## config.mk

```make
export PLATFORM = sky130hd
export DESIGN_NAME = clock_set_ctrl_flat
export DESIGN_NICKNAME = d
export VERILOG_FILES = /design/src/rtl/clock_set_ctrl_if.sv /design/src/rtl/clock_set_ctrl.sv /design/src/flat_wrapper.sv
export SDC_FILE = /design/constraint.sdc
export NUM_CORES = 1
export LEC_CHECK = 0
export CAP_MARGIN = 40
export CORE_AREA = 2 2 39 41
export DETAILED_ROUTE_END_ITERATION = 10
export DIE_AREA = 0 0 41 43
export DONT_BUFFER_PORTS = 1
export SYNTH_ARGS = -nofsm -noshare
export SYNTH_HDL_FRONTEND = slang
export SYNTH_SLANG_ARGS = --single-unit
```

## constraint.sdc

```tcl
create_clock -name clk -period 4.2 [get_ports clk]
set_input_delay 1.26 -clock clk [delete_from_list [all_inputs] [get_ports clk]]
set_output_delay 1.26 -clock clk [all_outputs]
set_load 0.01 [all_outputs]
```

## src/rtl/clock_set_ctrl_if.sv

```systemverilog
// Signal bundle between the button debouncers / 1 Hz divider and the
// clock mode controller. The master side produces the tick and button pulses
// and consumes the per-field enables; the slave side is the controller.
interface clock_set_ctrl_if #(
  parameter int NUM_FIELDS = 6,
  parameter int SEL_WIDTH  = 3
);
  logic                  tick_1hz;
  logic                  btn_mode;
  logic                  btn_next;
  logic                  btn_up;
  logic                  btn_down;
  logic [NUM_FIELDS-1:0] en_field;
  logic                  up;
  logic                  down;
  logic                  set_mode;
  logic [SEL_WIDTH-1:0]  sel_field;
  logic                  blink;

  modport master (
    output tick_1hz, btn_mode, btn_next, btn_up, btn_down,
    input  en_field, up, down, set_mode, sel_field, blink
  );

  modport slave (
    input  tick_1hz, btn_mode, btn_next, btn_up, btn_down,
    output en_field, up, down, set_mode, sel_field, blink
  );
endinterface

```

## src/rtl/clock_set_ctrl.sv

```systemverilog
// Mode controller for the century clock counter chain.
// RUN forwards the 1 Hz tick to the seconds enable; SET pauses timekeeping and
// turns up/down button pulses into single enable pulses for the selected field.
// Optional feature macro: SET_TIMEOUT_EN -- adds an idle-second counter that
// drops back to RUN after TIMEOUT_S ticks without any button activity.
module clock_set_ctrl #(
  parameter int NUM_FIELDS = 6,
  parameter int SEL_WIDTH  = 3,
  parameter int TIMEOUT_S  = 30,
  parameter int TO_WIDTH   = 6
) (
  input  logic             clk,
  input  logic             rst_n,
  clock_set_ctrl_if.slave  bus
);

  localparam logic [0:0] ST_RUN = 1'b0;
  localparam logic [0:0] ST_SET = 1'b1;
  localparam logic [SEL_WIDTH-1:0] LAST_SEL = SEL_WIDTH'(NUM_FIELDS - 1);

  // Refuse to elaborate with counters too narrow for the configured ranges.
  if (((2 ** SEL_WIDTH) < NUM_FIELDS) || ((2 ** TO_WIDTH) <= TIMEOUT_S)) begin : g_bad_params
    $error("clock_set_ctrl: SEL_WIDTH or TO_WIDTH too small for NUM_FIELDS/TIMEOUT_S");
  end

  logic [0:0]            state_q, state_d;
  logic [NUM_FIELDS-1:0] en_q, en_d;
  logic                  up_q, up_d;
  logic                  down_q, down_d;
  logic [SEL_WIDTH-1:0]  sel_q, sel_d;
  logic                  blink_q, blink_d;
  logic                  leave_set;
`ifdef SET_TIMEOUT_EN
  logic [TO_WIDTH-1:0]   idle_q, idle_d;
  logic                  any_btn;
  logic                  timeout_hit;
`endif

  // Next-state logic: mode button first, then field select, then up/down.
  always_comb begin
    state_d   = state_q;
    en_d      = '0;
    up_d      = up_q;
    down_d    = down_q;
    sel_d     = sel_q;
    blink_d   = blink_q;
    leave_set = 1'b0;
`ifdef SET_TIMEOUT_EN
    idle_d      = idle_q;
    any_btn     = bus.btn_mode | bus.btn_next | bus.btn_up | bus.btn_down;
    timeout_hit = 1'b0;
`endif
    case (state_q)
      ST_RUN: begin
        en_d[0] = bus.tick_1hz;
        up_d    = 1'b1;
        down_d  = 1'b0;
`ifdef SET_TIMEOUT_EN
        idle_d  = '0;
`endif
        if (bus.btn_mode) begin
          state_d = ST_SET;
          sel_d   = '0;
          blink_d = 1'b1;
        end
      end
      default: begin
        if (bus.tick_1hz) begin
          blink_d = ~blink_q;
        end
`ifdef SET_TIMEOUT_EN
        // A button pulse restarts the idle count and beats a terminal tick.
        if (any_btn) begin
          idle_d = '0;
        end else if (bus.tick_1hz) begin
          if (idle_q == TO_WIDTH'(TIMEOUT_S - 1)) begin
            timeout_hit = 1'b1;
            idle_d      = '0;
          end else begin
            idle_d = idle_q + TO_WIDTH'(1);
          end
        end
        leave_set = bus.btn_mode | timeout_hit;
`else
        leave_set = bus.btn_mode;
`endif
        if (leave_set) begin
          state_d = ST_RUN;
          sel_d   = '0;
          blink_d = 1'b0;
          up_d    = 1'b1;
          down_d  = 1'b0;
        end else if (bus.btn_next) begin
          sel_d   = (sel_q == LAST_SEL) ? '0 : sel_q + SEL_WIDTH'(1);
          blink_d = 1'b1;
        end else if (bus.btn_up ^ bus.btn_down) begin
          for (int i = 0; i < NUM_FIELDS; i++) begin
            en_d[i] = (sel_q == SEL_WIDTH'(i));
          end
          up_d   = bus.btn_up;
          down_d = bus.btn_down;
        end
      end
    endcase
  end

  // Output and state registers; reset drops straight back to RUN.
  always_ff @(posedge clk or negedge rst_n) begin
    if (!rst_n) begin
      state_q <= ST_RUN;
      en_q    <= '0;
      up_q    <= 1'b1;
      down_q  <= 1'b0;
      sel_q   <= '0;
      blink_q <= 1'b0;
    end else begin
      state_q <= state_d;
      en_q    <= en_d;
      up_q    <= up_d;
      down_q  <= down_d;
      sel_q   <= sel_d;
      blink_q <= blink_d;
    end
  end

`ifdef SET_TIMEOUT_EN
  // Idle-second counter, only meaningful while in SET.
  always_ff @(posedge clk or negedge rst_n) begin
    if (!rst_n) begin
      idle_q <= '0;
    end else begin
      idle_q <= idle_d;
    end
  end
`endif

  assign bus.en_field  = en_q;
  assign bus.up        = up_q;
  assign bus.down      = down_q;
  assign bus.set_mode  = (state_q == ST_SET);
  assign bus.sel_field = sel_q;
  assign bus.blink     = blink_q;

endmodule

```

## src/flat_wrapper.sv

```systemverilog
// flat-port wrapper written by rule: the top's interface ports become plain ports
module clock_set_ctrl_flat 
#(
  parameter int NUM_FIELDS = 6,
  parameter int SEL_WIDTH  = 3,
  parameter int TIMEOUT_S  = 30,
  parameter int TO_WIDTH   = 6
)
  (clk, rst_n, bus_tick_1hz, bus_btn_mode, bus_btn_next, bus_btn_up, bus_btn_down, bus_en_field, bus_up, bus_down, bus_set_mode, bus_sel_field, bus_blink);
  clock_set_ctrl_if #(.NUM_FIELDS(NUM_FIELDS), .SEL_WIDTH(SEL_WIDTH)) bus_i ();
  input  logic clk;
  input  logic rst_n;
  input wire logic [$bits(bus_i.tick_1hz)-1:0] bus_tick_1hz;
  input wire logic [$bits(bus_i.btn_mode)-1:0] bus_btn_mode;
  input wire logic [$bits(bus_i.btn_next)-1:0] bus_btn_next;
  input wire logic [$bits(bus_i.btn_up)-1:0] bus_btn_up;
  input wire logic [$bits(bus_i.btn_down)-1:0] bus_btn_down;
  output wire logic [$bits(bus_i.en_field)-1:0] bus_en_field;
  output wire logic [$bits(bus_i.up)-1:0] bus_up;
  output wire logic [$bits(bus_i.down)-1:0] bus_down;
  output wire logic [$bits(bus_i.set_mode)-1:0] bus_set_mode;
  output wire logic [$bits(bus_i.sel_field)-1:0] bus_sel_field;
  output wire logic [$bits(bus_i.blink)-1:0] bus_blink;
  assign bus_i.tick_1hz = bus_tick_1hz;
  assign bus_i.btn_mode = bus_btn_mode;
  assign bus_i.btn_next = bus_btn_next;
  assign bus_i.btn_up = bus_btn_up;
  assign bus_i.btn_down = bus_btn_down;
  assign bus_en_field = bus_i.en_field;
  assign bus_up = bus_i.up;
  assign bus_down = bus_i.down;
  assign bus_set_mode = bus_i.set_mode;
  assign bus_sel_field = bus_i.sel_field;
  assign bus_blink = bus_i.blink;
  clock_set_ctrl #(.NUM_FIELDS(NUM_FIELDS), .SEL_WIDTH(SEL_WIDTH), .TIMEOUT_S(TIMEOUT_S), .TO_WIDTH(TO_WIDTH)) u_core (.clk(clk), .rst_n(rst_n), .bus(bus_i));
endmodule
```

==> impl_metrics.env <==
export IMPL_syn_area_sq_um=624
export IMPL_worst_r2r_endpoint="u_core.bus.sel_field[2]"
export IMPL_wl_microns=1060
export IMPL_h_tree_depth=1
export IMPL_synth_top_family_by_area="simple AND/OR/NAND/NOR gates"
export IMPL_grt_use_met2_pct=20.6
export IMPL_yosysMostFrequentCell="dfrtp_1"
export IMPL_nFillCells=138
export IMPL_synthArstFlopShare_pct=100
export IMPL_setup_viol=0
export IMPL_cp_max_fo=7
export IMPL_hold_ws_ns=0.602
export IMPL_grt_max_degree=14
export IMPL_grt_usage_pct=16.0
export IMPL_rows=14
export IMPL_area_delta_synth_final_pct=6.61
export IMPL_sw_frac_of_total_pct=34.5
export IMPL_utilization_pct=48.1
export IMPL_root_buffer="clkbuf_4"
export IMPL_yosys_area_share_simple_pct=23.8
export IMPL_finalNonFillerCells=74
export IMPL_grt_pass1_vias=435
export IMPL_post_route_drc_count=0
export IMPL_placed_cells=70
export IMPL_ys_top_cells_by_area="dfrtp_1 (48%), dfstp_2 (4.2%), ha_1 (4.0%)"
export IMPL_finalHoldViolations=0
export IMPL_die_y_microns=43
export IMPL_synth_nets=64
export IMPL_post_cts_setup_buffers=0
export IMPL_slowest_delay_ns=0.46
export IMPL_crit_type="in -> reg"
export IMPL_status="completed"
export IMPL_tightestPinTransition_ns=0.419
export IMPL_start_kind="primary input"
export IMPL_max_freq_mhz=472
export IMPL_overflow=0
export IMPL_dr_total_vias=424
export IMPL_port_buffers=0
export IMPL_die_w_microns=41
export IMPL_drv_slew=0
export IMPL_drtIter0Drc=8
export IMPL_diodes=0
export IMPL_rr_worst_depth=5
export IMPL_p_leak_uw=0.000283
export IMPL_cts_inserted_buffers=3
export IMPL_vdd_drop_max_uv=299
export IMPL_clkPwrFrac_pct=21.6
export IMPL_p_sw_uw=118
export IMPL_synth_flop_cell="dfrtp_1"
export IMPL_drv_cap=0
export IMPL_tns_ns=0
export IMPL_period_minus_slack_ns=2.12
export IMPL_yosysUniqueCellTypes=30
export IMPL_wl_per_cell_microns=14.3
export IMPL_synth_compound_area_share_pct=12.8
export IMPL_crit_slowest_cell="a2111oi_0"
export IMPL_synth_xor_area_share_pct=1.40
export IMPL_crit_arrival_ns=2.32
export IMPL_hold_path_end="u_core.bus.up"
export IMPL_synth_edf_count=0
export IMPL_yosysWarnings=0
export IMPL_drive_gt1_share_pct=15.5
export IMPL_synth_seq_cells=13
export IMPL_hpwl_microns=793
export IMPL_antenna_found_initial=0
export IMPL_hold_buffers=0
export IMPL_min_from="u_core.bus.set_mode"
export IMPL_layout_nets=68
export IMPL_min_path_type="reg -> reg"
export IMPL_yosysTopAreaCellShare_pct=48.1
export IMPL_rsz0062_at_grt="false"
export IMPL_cts_resized=0
export IMPL_cts_tree="built"
export IMPL_synth_cells=55
export IMPL_grtUsageMet3_pct=6.81
export IMPL_path_clk_slew_ns=0.08
export IMPL_vias_per_cell=5.73
export IMPL_max_slew_margin_rel_pct=71.4
export IMPL_pwr_density_cell_nw_per_um2=514
export IMPL_r2r_start="u_core.bus.set_mode"
export IMPL_core_sq_um=1380
export IMPL_num_io_pins=20
export IMPL_drt_first_pass_iters=4
export IMPL_grt_first_pass_wirelength_microns=1860
export IMPL_skew_ns=0.00210
export IMPL_clk_latency_ns=0.26
export IMPL_synth_largest_area_cell="dfrtp_1"
export IMPL_muxShareOfSynthArea_pct=1.80
export IMPL_synth_fa_ha_area_share_pct=4.01
export IMPL_use_met1_pct=21.3
export IMPL_worstSetupEndpointType="register"
export IMPL_seqPwrFrac_pct=56.5
export IMPL_gp_congestion=0.728
export IMPL_required_ns=4.41
export IMPL_syn_area_per_cell_sq_um=11.4
export IMPL_whs_path_depth=1
export IMPL_power_frac_comb_pct=21.9
export IMPL_synthTopCellsByCount="dfrtp_1 (12), inv_1 (4), nor2_1 (4), o21ai_0 (4)"
export IMPL_final_antenna_net_count=0
export IMPL_cts_path_max_buffers=2
export IMPL_ys_seq_area_share_pct=52.3
export IMPL_clock_sinks=13
export IMPL_busiest_layer="met1"
export IMPL_internal_power_uw=224
export IMPL_die_area_sq_um=1760
export IMPL_period_share_pct=50.4
export IMPL_start_util_pct=45.1
export IMPL_crit_chain="inv_1 -> ha_1 -> o21bai_1 -> a2111oi_0 -> a21o_1"
export IMPL_regToRegSetupSlack_ns=2.51
[cell usage in the layout, fill, tap and decap left out]
cell type,synthesis,routed
o21ai_0,4,4
or4_1,1,1
nand3_1,1,1
nor4b_4,1,1
o2bb2ai_1,2,2
a21o_1,1,1
nand2b_1,1,1
and2_1,1,1
inv_2,1,1
nand3b_1,1,1
dfstp_2,1,1
o21bai_1,1,1
clkbuf_1,0,1
nor3b_1,1,1
or2b_1,1,1
nor2_1,4,4
xnor2_1,1,1
ha_1,2,2
dfrtp_1,12,12
nand4b_1,1,1
a21oi_1,2,2
nor4_2,1,1
nand2_1,1,1
clkbuf_4,0,3
a2111oi_0,1,1
or3_1,2,2
inv_1,4,4
a221oi_1,1,1
nor2b_1,2,2
mux2_2,1,1
nor3b_2,1,1
[layout make-up]
type,instances,area [sq um],area share (%)
clock buffer,4,26.3,3.95
inverter,5,18.8,2.82
multi-input combinational,36,274,41.2
sequential,13,327,49.1
tap,16,20.0,3.01
[power by group through the flow]
stage | clock network (uW) | registers [uW] | logic [uW]
2_1_floorplan | 0 | 188 | 65.0
3_3_place_gp | 0 | 197 | 74.6
3_5_place_dp | 0 | 197 | 74.7
4_1_cts | 76.1 | 195 | 75.3
5_1_grt | 83.2 | 200 | 86.4
6_report | 73.9 | 193 | 74.8
[sequential cells by signal, summed over array words and instances, names as in the netlist]
signal / cells
u_core.bus.down: 1
u_core.bus.sel_field: 3
u_core.bus.en_field: 6
u_core.bus.blink: 1
u_core.bus.set_mode: 1
u_core.bus.up: 1
[per-layer routing]
layer  vias up  share of wire (%)
met5         -                  0
met2        15                 46
met1       204                 45
met4         0                1.3
met3         2                7.8
li1        203                  -
[through the flow]
stage / setup slack [ns] / cell area [sq um] / total power [uW]
2_1_floorplan: 1.97 / 624 / 253
3_3_place_gp: 1.91 / 639 / 272
3_5_place_dp: 1.83 / 639 / 272
4_1_cts: 2.06 / 666 / 346
5_1_grt: 1.97 / 666 / 370
6_report: 2.08 / 666 / 342
[kinds of logic (layout without fill, tap and decap cells)]
kind of cell | count (synthesis) | count (layout)
muxes | 1 | 1
xor gates and xnor gates | 1 | 1
AOI/OAI and AO/OA | 12 | 12
buffers and inverters | 6 | 9
adders and majority gates | 2 | 2
and+or+nand+nor | 20 | 20
DFF | 13 | 13
[how the worst max path moves through the flow]
stage,from,end,slack [ns],depth (start not counted)
6_report,bus_btn_mode,u_core.bus.sel_field[2],2.08,5
5_1_grt,bus_btn_mode,u_core.bus.sel_field[2],1.97,5
4_1_cts,bus_btn_mode,u_core.bus.sel_field[2],2.06,5
3_5_place_dp,bus_btn_mode,u_core.bus.sel_field[2],1.83,5
3_3_place_gp,bus_btn_next,u_core.bus.en_field[2],1.91,2
2_1_floorplan,bus_btn_mode,u_core.bus.sel_field[2],1.97,5
[worst max-delay path: cells and delay by family]
family                     cells  cell delay [ns]
AOI/OAI and AO/OA              3             0.82
adders and majority gates      1             0.21
buffers and inverters          1             0.03
(Power assumes the default switching activity.)
